**config.mk**
```make
export PLATFORM = sky130hd
export DESIGN_NAME = line_bank_writer_flat
export DESIGN_NICKNAME = d
export VERILOG_FILES = /design/src/rtl/line_bank_writer_if.sv /design/src/rtl/line_bank_writer.sv /design/src/flat_wrapper.sv
export SDC_FILE = /design/constraint.sdc
export NUM_CORES = 1
export LEC_CHECK = 0
export CAP_MARGIN = 20
export CELL_PAD_IN_SITES_DETAIL_PLACEMENT = 0
export CELL_PAD_IN_SITES_GLOBAL_PLACEMENT = 1
export CORE_UTILIZATION = 36
export DETAILED_ROUTE_END_ITERATION = 6
export PLACE_DENSITY = 0.74
export SYNTH_ARGS = -nofsm -noshare
export SYNTH_HDL_FRONTEND = slang
export SYNTH_SLANG_ARGS = --single-unit
```
**constraint.sdc**
```tcl
create_clock -name clk -period 2.1 [get_ports clk]
set_clock_uncertainty 0.1 [all_clocks]
set_input_delay 0.42 -clock clk [delete_from_list [all_inputs] [get_ports clk]]
set_output_delay 0.42 -clock clk [all_outputs]
set_load 0.02 [all_outputs]
```
**src/rtl/line_bank_writer_if.sv**
```systemverilog
// Bus bundle between the pixel source/reader side (master) and line_bank_writer (slave).
// in_sof exists only when LINE_BANK_WRITER_SOF_EN is defined.
interface line_bank_writer_if #(
    parameter int DATA_WD = 8,
    parameter int ADDR_WD = 8
);
    logic               in_valid;
    logic [DATA_WD-1:0] in_data;
    logic               in_ready;
    logic               row_release;
`ifdef LINE_BANK_WRITER_SOF_EN
    logic               in_sof;
`endif
    logic               ram0_we;
    logic               ram1_we;
    logic               ram2_we;
    logic [ADDR_WD-1:0] wr_addr;
    logic [DATA_WD-1:0] wr_data;
    logic [1:0]         wr_bank;
    logic [1:0]         rows_avail;
    logic               row_done;
    logic               frame_done;

`ifdef LINE_BANK_WRITER_SOF_EN
    modport master (
        output in_valid, in_data, in_sof, row_release,
        input  in_ready, ram0_we, ram1_we, ram2_we, wr_addr, wr_data,
               wr_bank, rows_avail, row_done, frame_done
    );
    modport slave (
        input  in_valid, in_data, in_sof, row_release,
        output in_ready, ram0_we, ram1_we, ram2_we, wr_addr, wr_data,
               wr_bank, rows_avail, row_done, frame_done
    );
`else
    modport master (
        output in_valid, in_data, row_release,
        input  in_ready, ram0_we, ram1_we, ram2_we, wr_addr, wr_data,
               wr_bank, rows_avail, row_done, frame_done
    );
    modport slave (
        input  in_valid, in_data, row_release,
        output in_ready, ram0_we, ram1_we, ram2_we, wr_addr, wr_data,
               wr_bank, rows_avail, row_done, frame_done
    );
`endif
endinterface

```
**src/rtl/line_bank_writer.sv**
```systemverilog
// Writes a pixel stream row-by-row into three rotating line banks with reader back-pressure.
// Optional feature: LINE_BANK_WRITER_SOF_EN adds in_sof to realign col/row on a start-of-frame beat.
module line_bank_writer #(
    parameter int DATA_WD = 8,
    parameter int IMG_W   = 214,
    parameter int IMG_H   = 120,
    parameter int ADDR_WD = 8
) (
    input logic              clk,
    input logic              rst_n,
    line_bank_writer_if.slave bus
);

    localparam int ROW_WD = (IMG_H > 1) ? $clog2(IMG_H) : 1;
    localparam logic [ADDR_WD-1:0] LAST_COL = ADDR_WD'(IMG_W - 1);
    localparam logic [ROW_WD-1:0]  LAST_ROW = ROW_WD'(IMG_H - 1);

    typedef enum logic {FILL, STALL} state_t;

    state_t             state;
    logic [ADDR_WD-1:0] col;
    logic [ADDR_WD-1:0] col_eff;
    logic [ROW_WD-1:0]  row;
    logic [ROW_WD-1:0]  row_eff;
    logic [1:0]         bank;
    logic               accept;
    logic               sof;
    logic               last_col;
    logic               last_row;
    logic               dec;
    logic [2:0]         rows_nxt;
    logic [2:0]         commit_nxt;

    assign bus.in_ready = (state == FILL);

    always_comb begin
        accept = bus.in_valid && bus.in_ready;
`ifdef LINE_BANK_WRITER_SOF_EN
        sof = accept && bus.in_sof;
`else
        sof = 1'b0;
`endif
        col_eff  = sof ? '0 : col;
        row_eff  = sof ? '0 : row;
        last_col = (col_eff == LAST_COL);
        last_row = (row_eff == LAST_ROW);
        dec      = bus.row_release && (bus.rows_avail != 2'd0);
        rows_nxt = {1'b0, bus.rows_avail} + {2'b00, bus.row_done} - {2'b00, dec};
        // Count the row being completed this edge too, so the stall lands before a 4th row can start.
        commit_nxt = rows_nxt + {2'b00, accept && last_col};
    end

    always_ff @(posedge clk or negedge rst_n) begin
        if (!rst_n) begin
            state          <= FILL;
            col            <= '0;
            row            <= '0;
            bank           <= 2'd0;
            bus.rows_avail <= 2'd0;
            bus.ram0_we    <= 1'b0;
            bus.ram1_we    <= 1'b0;
            bus.ram2_we    <= 1'b0;
            bus.wr_addr    <= '0;
            bus.wr_data    <= '0;
            bus.wr_bank    <= 2'd0;
            bus.row_done   <= 1'b0;
            bus.frame_done <= 1'b0;
        end else begin
            bus.ram0_we    <= accept && (bank == 2'd0);
            bus.ram1_we    <= accept && (bank == 2'd1);
            bus.ram2_we    <= accept && (bank == 2'd2);
            bus.row_done   <= accept && last_col;
            bus.frame_done <= accept && last_col && last_row;
            bus.rows_avail <= rows_nxt[1:0];
            state          <= (commit_nxt >= 3'd3) ? STALL : FILL;
            if (accept) begin
                bus.wr_addr <= col_eff;
                bus.wr_data <= bus.in_data;
                bus.wr_bank <= bank;
                if (last_col) begin
                    col  <= '0;
                    bank <= (bank == 2'd2) ? 2'd0 : bank + 2'd1;
                    row  <= last_row ? '0 : row_eff + 1'b1;
                end else begin
                    col  <= col_eff + 1'b1;
                    row  <= row_eff;
                end
            end
        end
    end

endmodule

```
**src/flat_wrapper.sv**
```systemverilog
// flat-port wrapper written by rule: the top's interface ports become plain ports
module line_bank_writer_flat 
#(
    parameter int DATA_WD = 8,
    parameter int IMG_W   = 214,
    parameter int IMG_H   = 120,
    parameter int ADDR_WD = 8
)
  (clk, rst_n, bus_in_valid, bus_in_data, bus_row_release, bus_in_ready, bus_ram0_we, bus_ram1_we, bus_ram2_we, bus_wr_addr, bus_wr_data, bus_wr_bank, bus_rows_avail, bus_row_done, bus_frame_done);
  line_bank_writer_if #(.DATA_WD(DATA_WD), .ADDR_WD(ADDR_WD)) bus_i ();
  input logic clk;
  input logic rst_n;
  input wire logic [$bits(bus_i.in_valid)-1:0] bus_in_valid;
  input wire logic [$bits(bus_i.in_data)-1:0] bus_in_data;
  input wire logic [$bits(bus_i.row_release)-1:0] bus_row_release;
  output wire logic [$bits(bus_i.in_ready)-1:0] bus_in_ready;
  output wire logic [$bits(bus_i.ram0_we)-1:0] bus_ram0_we;
  output wire logic [$bits(bus_i.ram1_we)-1:0] bus_ram1_we;
  output wire logic [$bits(bus_i.ram2_we)-1:0] bus_ram2_we;
  output wire logic [$bits(bus_i.wr_addr)-1:0] bus_wr_addr;
  output wire logic [$bits(bus_i.wr_data)-1:0] bus_wr_data;
  output wire logic [$bits(bus_i.wr_bank)-1:0] bus_wr_bank;
  output wire logic [$bits(bus_i.rows_avail)-1:0] bus_rows_avail;
  output wire logic [$bits(bus_i.row_done)-1:0] bus_row_done;
  output wire logic [$bits(bus_i.frame_done)-1:0] bus_frame_done;
  assign bus_i.in_valid = bus_in_valid;
  assign bus_i.in_data = bus_in_data;
  assign bus_i.row_release = bus_row_release;
  assign bus_in_ready = bus_i.in_ready;
  assign bus_ram0_we = bus_i.ram0_we;
  assign bus_ram1_we = bus_i.ram1_we;
  assign bus_ram2_we = bus_i.ram2_we;
  assign bus_wr_addr = bus_i.wr_addr;
  assign bus_wr_data = bus_i.wr_data;
  assign bus_wr_bank = bus_i.wr_bank;
  assign bus_rows_avail = bus_i.rows_avail;
  assign bus_row_done = bus_i.row_done;
  assign bus_frame_done = bus_i.frame_done;
  line_bank_writer #(.DATA_WD(DATA_WD), .IMG_W(IMG_W), .IMG_H(IMG_H), .ADDR_WD(ADDR_WD)) u_core (.clk(clk), .rst_n(rst_n), .bus(bus_i));
endmodule
```
==> results.md <==
* Met2 wire length at 1800 um
* Row count at 26
* Core area at 5110 sq um
* Routed met3 length at 186 um
* Share of layout cells above drive strength 1 at 0.263
* HP Class: input pin to asynchronous set/reset pin
* Vias in the first global route at 1332
* Smallest setup slack after layout at -0.346 ns
* Clk sinks at 43
* Final setup violation count at 1
* Power Total at 2.89 mW
* RSZ-0062 raised after global routing: true
* Critical path arrival at 2.52 ns
* Vias per cell at 4.84
* Largest net degree at the start of global routing at 31
* DR iter-0 viols at 65
* Initial antenna violation count at 0
* Crit share post-route at 1.16
* Max Buffers Root-to-Sink at 2
* Final min period at 2.45 ns
* Seq/Total Area, Yosys at 0.564
* Die height at 74.8 um
* Antenna Nets Post-Route at 0
* Asr flop ratio synth at 1.00
* Dpl ws at -0.712 ns
* Hpwl dp at 2710 um
* Num CTS Buffers at 5
* # diodes at 0
* DRT met1 WL at 1700 um
* CTS tree: built
* Failing checks: setup timing
* Max Fclk at 409 MHz
* Synth Register Bits at 43
* Area growth, synth to finish at 36.1%
* Global Route Usage Sum at 0.146
* Crit path max fanout at 2
* Status: finished with violations
* Global-route wire length before repair at 6090 um
* Slew @ Worst Pin at 0.641 ns
* I/O pin total at 38
* Initial core utilization at 0.374
* Remaining global-route overflow at 0
* Pre-Repair DR Iteration Count at 4
* Pwr dens at 1110 nW/um^2
* Wire per inst at 13.2 um
* CTS Root Cell: clkbuf_8
* Syn avg cell area at 12.2 sq um
* Synth warn at 0
* Post-Syn Nets at 176
* Port Buffer Count at 37
* Pleak at 1.19 nW
* Yosys cell types at 36
* Worst path required time at 2.18 ns
* Clock-pin slew on the worst setup and hold paths at 0.08 ns
* Most common cell after layout, fill and taps aside: dfrtp_1
* Max-Cap Viols at 0
* Drt drc at 0
* Syn Inst Count at 156
* Commonest cells after routing, fill and taps aside: dfrtp_1, clkdlybuf4s50_1, mux2_2
* Max Slew Vio Count at 0
* Depth of the CTS H-tree at 2
* Top layer in use: met4
* Startpoint Class: flip-flop
* CP Capture Type: flip-flop
* Total wire length at 3730 um
* VDD IR max at 0.000452 V
* NumNets Final at 233
* Die Area at 5600 sq um
* Via count at 1371
* Clk Latency, worst-skew pair at 0.29 ns
* Post-synth EDFFs at 0
* Slew HR at 0.572
* Routability cong. at 0.752
* Cell Area, Synth at 1910 sq um
* CP Class: flip-flop to flip-flop
* Final hold vios at 0
* Prevailing post-synth register cell: dfrtp_1
* Die span in x at 74.8 um
* Number of fill cells at 465
## cell families (layout without fill, tap and decap cells)
kind of cell,Yosys count,after routing,synth area share
xor gates and xnor gates,5,5,0.0229
adders and majority gates,8,8,0.0564
DFF,43,43,0.564
muxes,19,19,0.111
buffers and inverters,17,74,0.0347
AOI/OAI and AO/OA,21,21,0.0767
and+or+nand+nor,43,43,0.134
## where the power goes
group	switching, mW	internal (mW)	total (mW)
clock	0.263	0.258	0.521
combinational	0.592	0.638	1.23
sequential	0.109	1.03	1.14
## through the flow
stage	util	std cells	cell area (sq um)	setup TNS, ns	hold WS [ns]
after floorplan	-	156	1910	-0.243	0.0244
after global placement	0.484	275	2470	-0.939	0.374
after detailed placement	0.484	275	2470	-1.34	0.384
after CTS	0.503	282	2570	-0.389	0.0627
after global routing	0.509	283	2600	-0.474	0.0969
final	0.509	283	2600	-0.346	0.0449
## Yosys cell counts (2+ instances only)
| library cell | n | area share |
|---|---|---|
| a21oi_1 | 3 | 0.0079 |
| nand3b_1 | 3 | 0.012 |
| nor3_1 | 2 | 0.0052 |
| inv_1 | 12 | 0.024 |
| nand3_1 | 4 | 0.010 |
| ha_1 | 7 | 0.046 |
| nand4b_1 | 2 | 0.0092 |
| or3_1 | 5 | 0.016 |
| o41ai_1 | 5 | 0.023 |
| dfrtp_1 | 43 | 0.56 |
| nand2b_1 | 2 | 0.0066 |
| nor4_1 | 3 | 0.0098 |
| mux2_2 | 18 | 0.11 |
| nor3b_1 | 2 | 0.0079 |
| nand2_1 | 10 | 0.020 |
| o21ai_0 | 6 | 0.016 |
| nor2_1 | 5 | 0.0098 |
| clkbuf_1 | 3 | 0.0059 |
| xor2_1 | 4 | 0.018 |
## cell type report
class / instances / area (sq um) / share of cell area
sequential: 43 / 1080 / 0.415
timing repair buffer: 54 / 495 / 0.191
clock inverter: 1 / 5.00 / 0.00193
inverter: 13 / 50.0 / 0.0193
multi-input combinational: 96 / 800 / 0.308
tap: 70 / 87.6 / 0.0337
clock buffer: 6 / 82.6 / 0.0318
## final timing paths
path,slack (ns),to,cells past startpoint,startpoint
max in group asynchronous,1.28,u_core.bus.wr_data[4],2,rst_n
hold / removal,0.04,u_core.row[6],1,rst_n
setup reg to reg,-0.35,u_core.state,11,u_core.bus.rows_avail[1]
min in group clk,0.40,u_core.row[6],1,u_core.row[6]
hold reg to reg,0.40,u_core.row[6],1,u_core.row[6]
setup / recovery,-0.35,u_core.state,11,u_core.bus.rows_avail[1]
## flip-flops by register name, summed over array words and instances (netlist names)
name,count
u_core.bank,2
u_core.bus.frame_done,1
u_core.bus.ram0_we,1
u_core.bus.ram1_we,1
u_core.bus.ram2_we,1
u_core.bus.row_done,1
u_core.bus.rows_avail,2
u_core.bus.wr_addr,8
u_core.bus.wr_bank,2
u_core.bus.wr_data,8
u_core.col,8
u_core.row,7
u_core.state,1
## per-layer routing
metal | vias up | global-route usage
met5 | - | 0
met1 | 662 | 0.186
li1 | 668 | -
met2 | 35 | 0.242
met3 | 6 | 0.0348
met4 | 0 | 0.0503
## critical path, stage by stage (launching register included)
cell and delay [ns]:
dfrtp_2 0.40, o21a_1 0.19, ha_1 0.30, inv_2 0.07, ha_4 0.12, inv_2 0.03, fa_1 0.55, inv_2 0.06
ha_4 0.16, xor2_2 0.14, xnor2_1 0.16, nand2_1 0.08
## what timing repair did
| item | in CTS | in global routing |
|---|---|---|
| pin swaps | 0 | 5 |
| endpoints found under the setup margin | 1 | 1 |
| hold buffers | 0 | 0 |
| setup buffers | 0 | 1 |
| resized for setup | 2 | 6 |
| cloned | 0 | 0 |
Power figures use the tool's default switching activity.
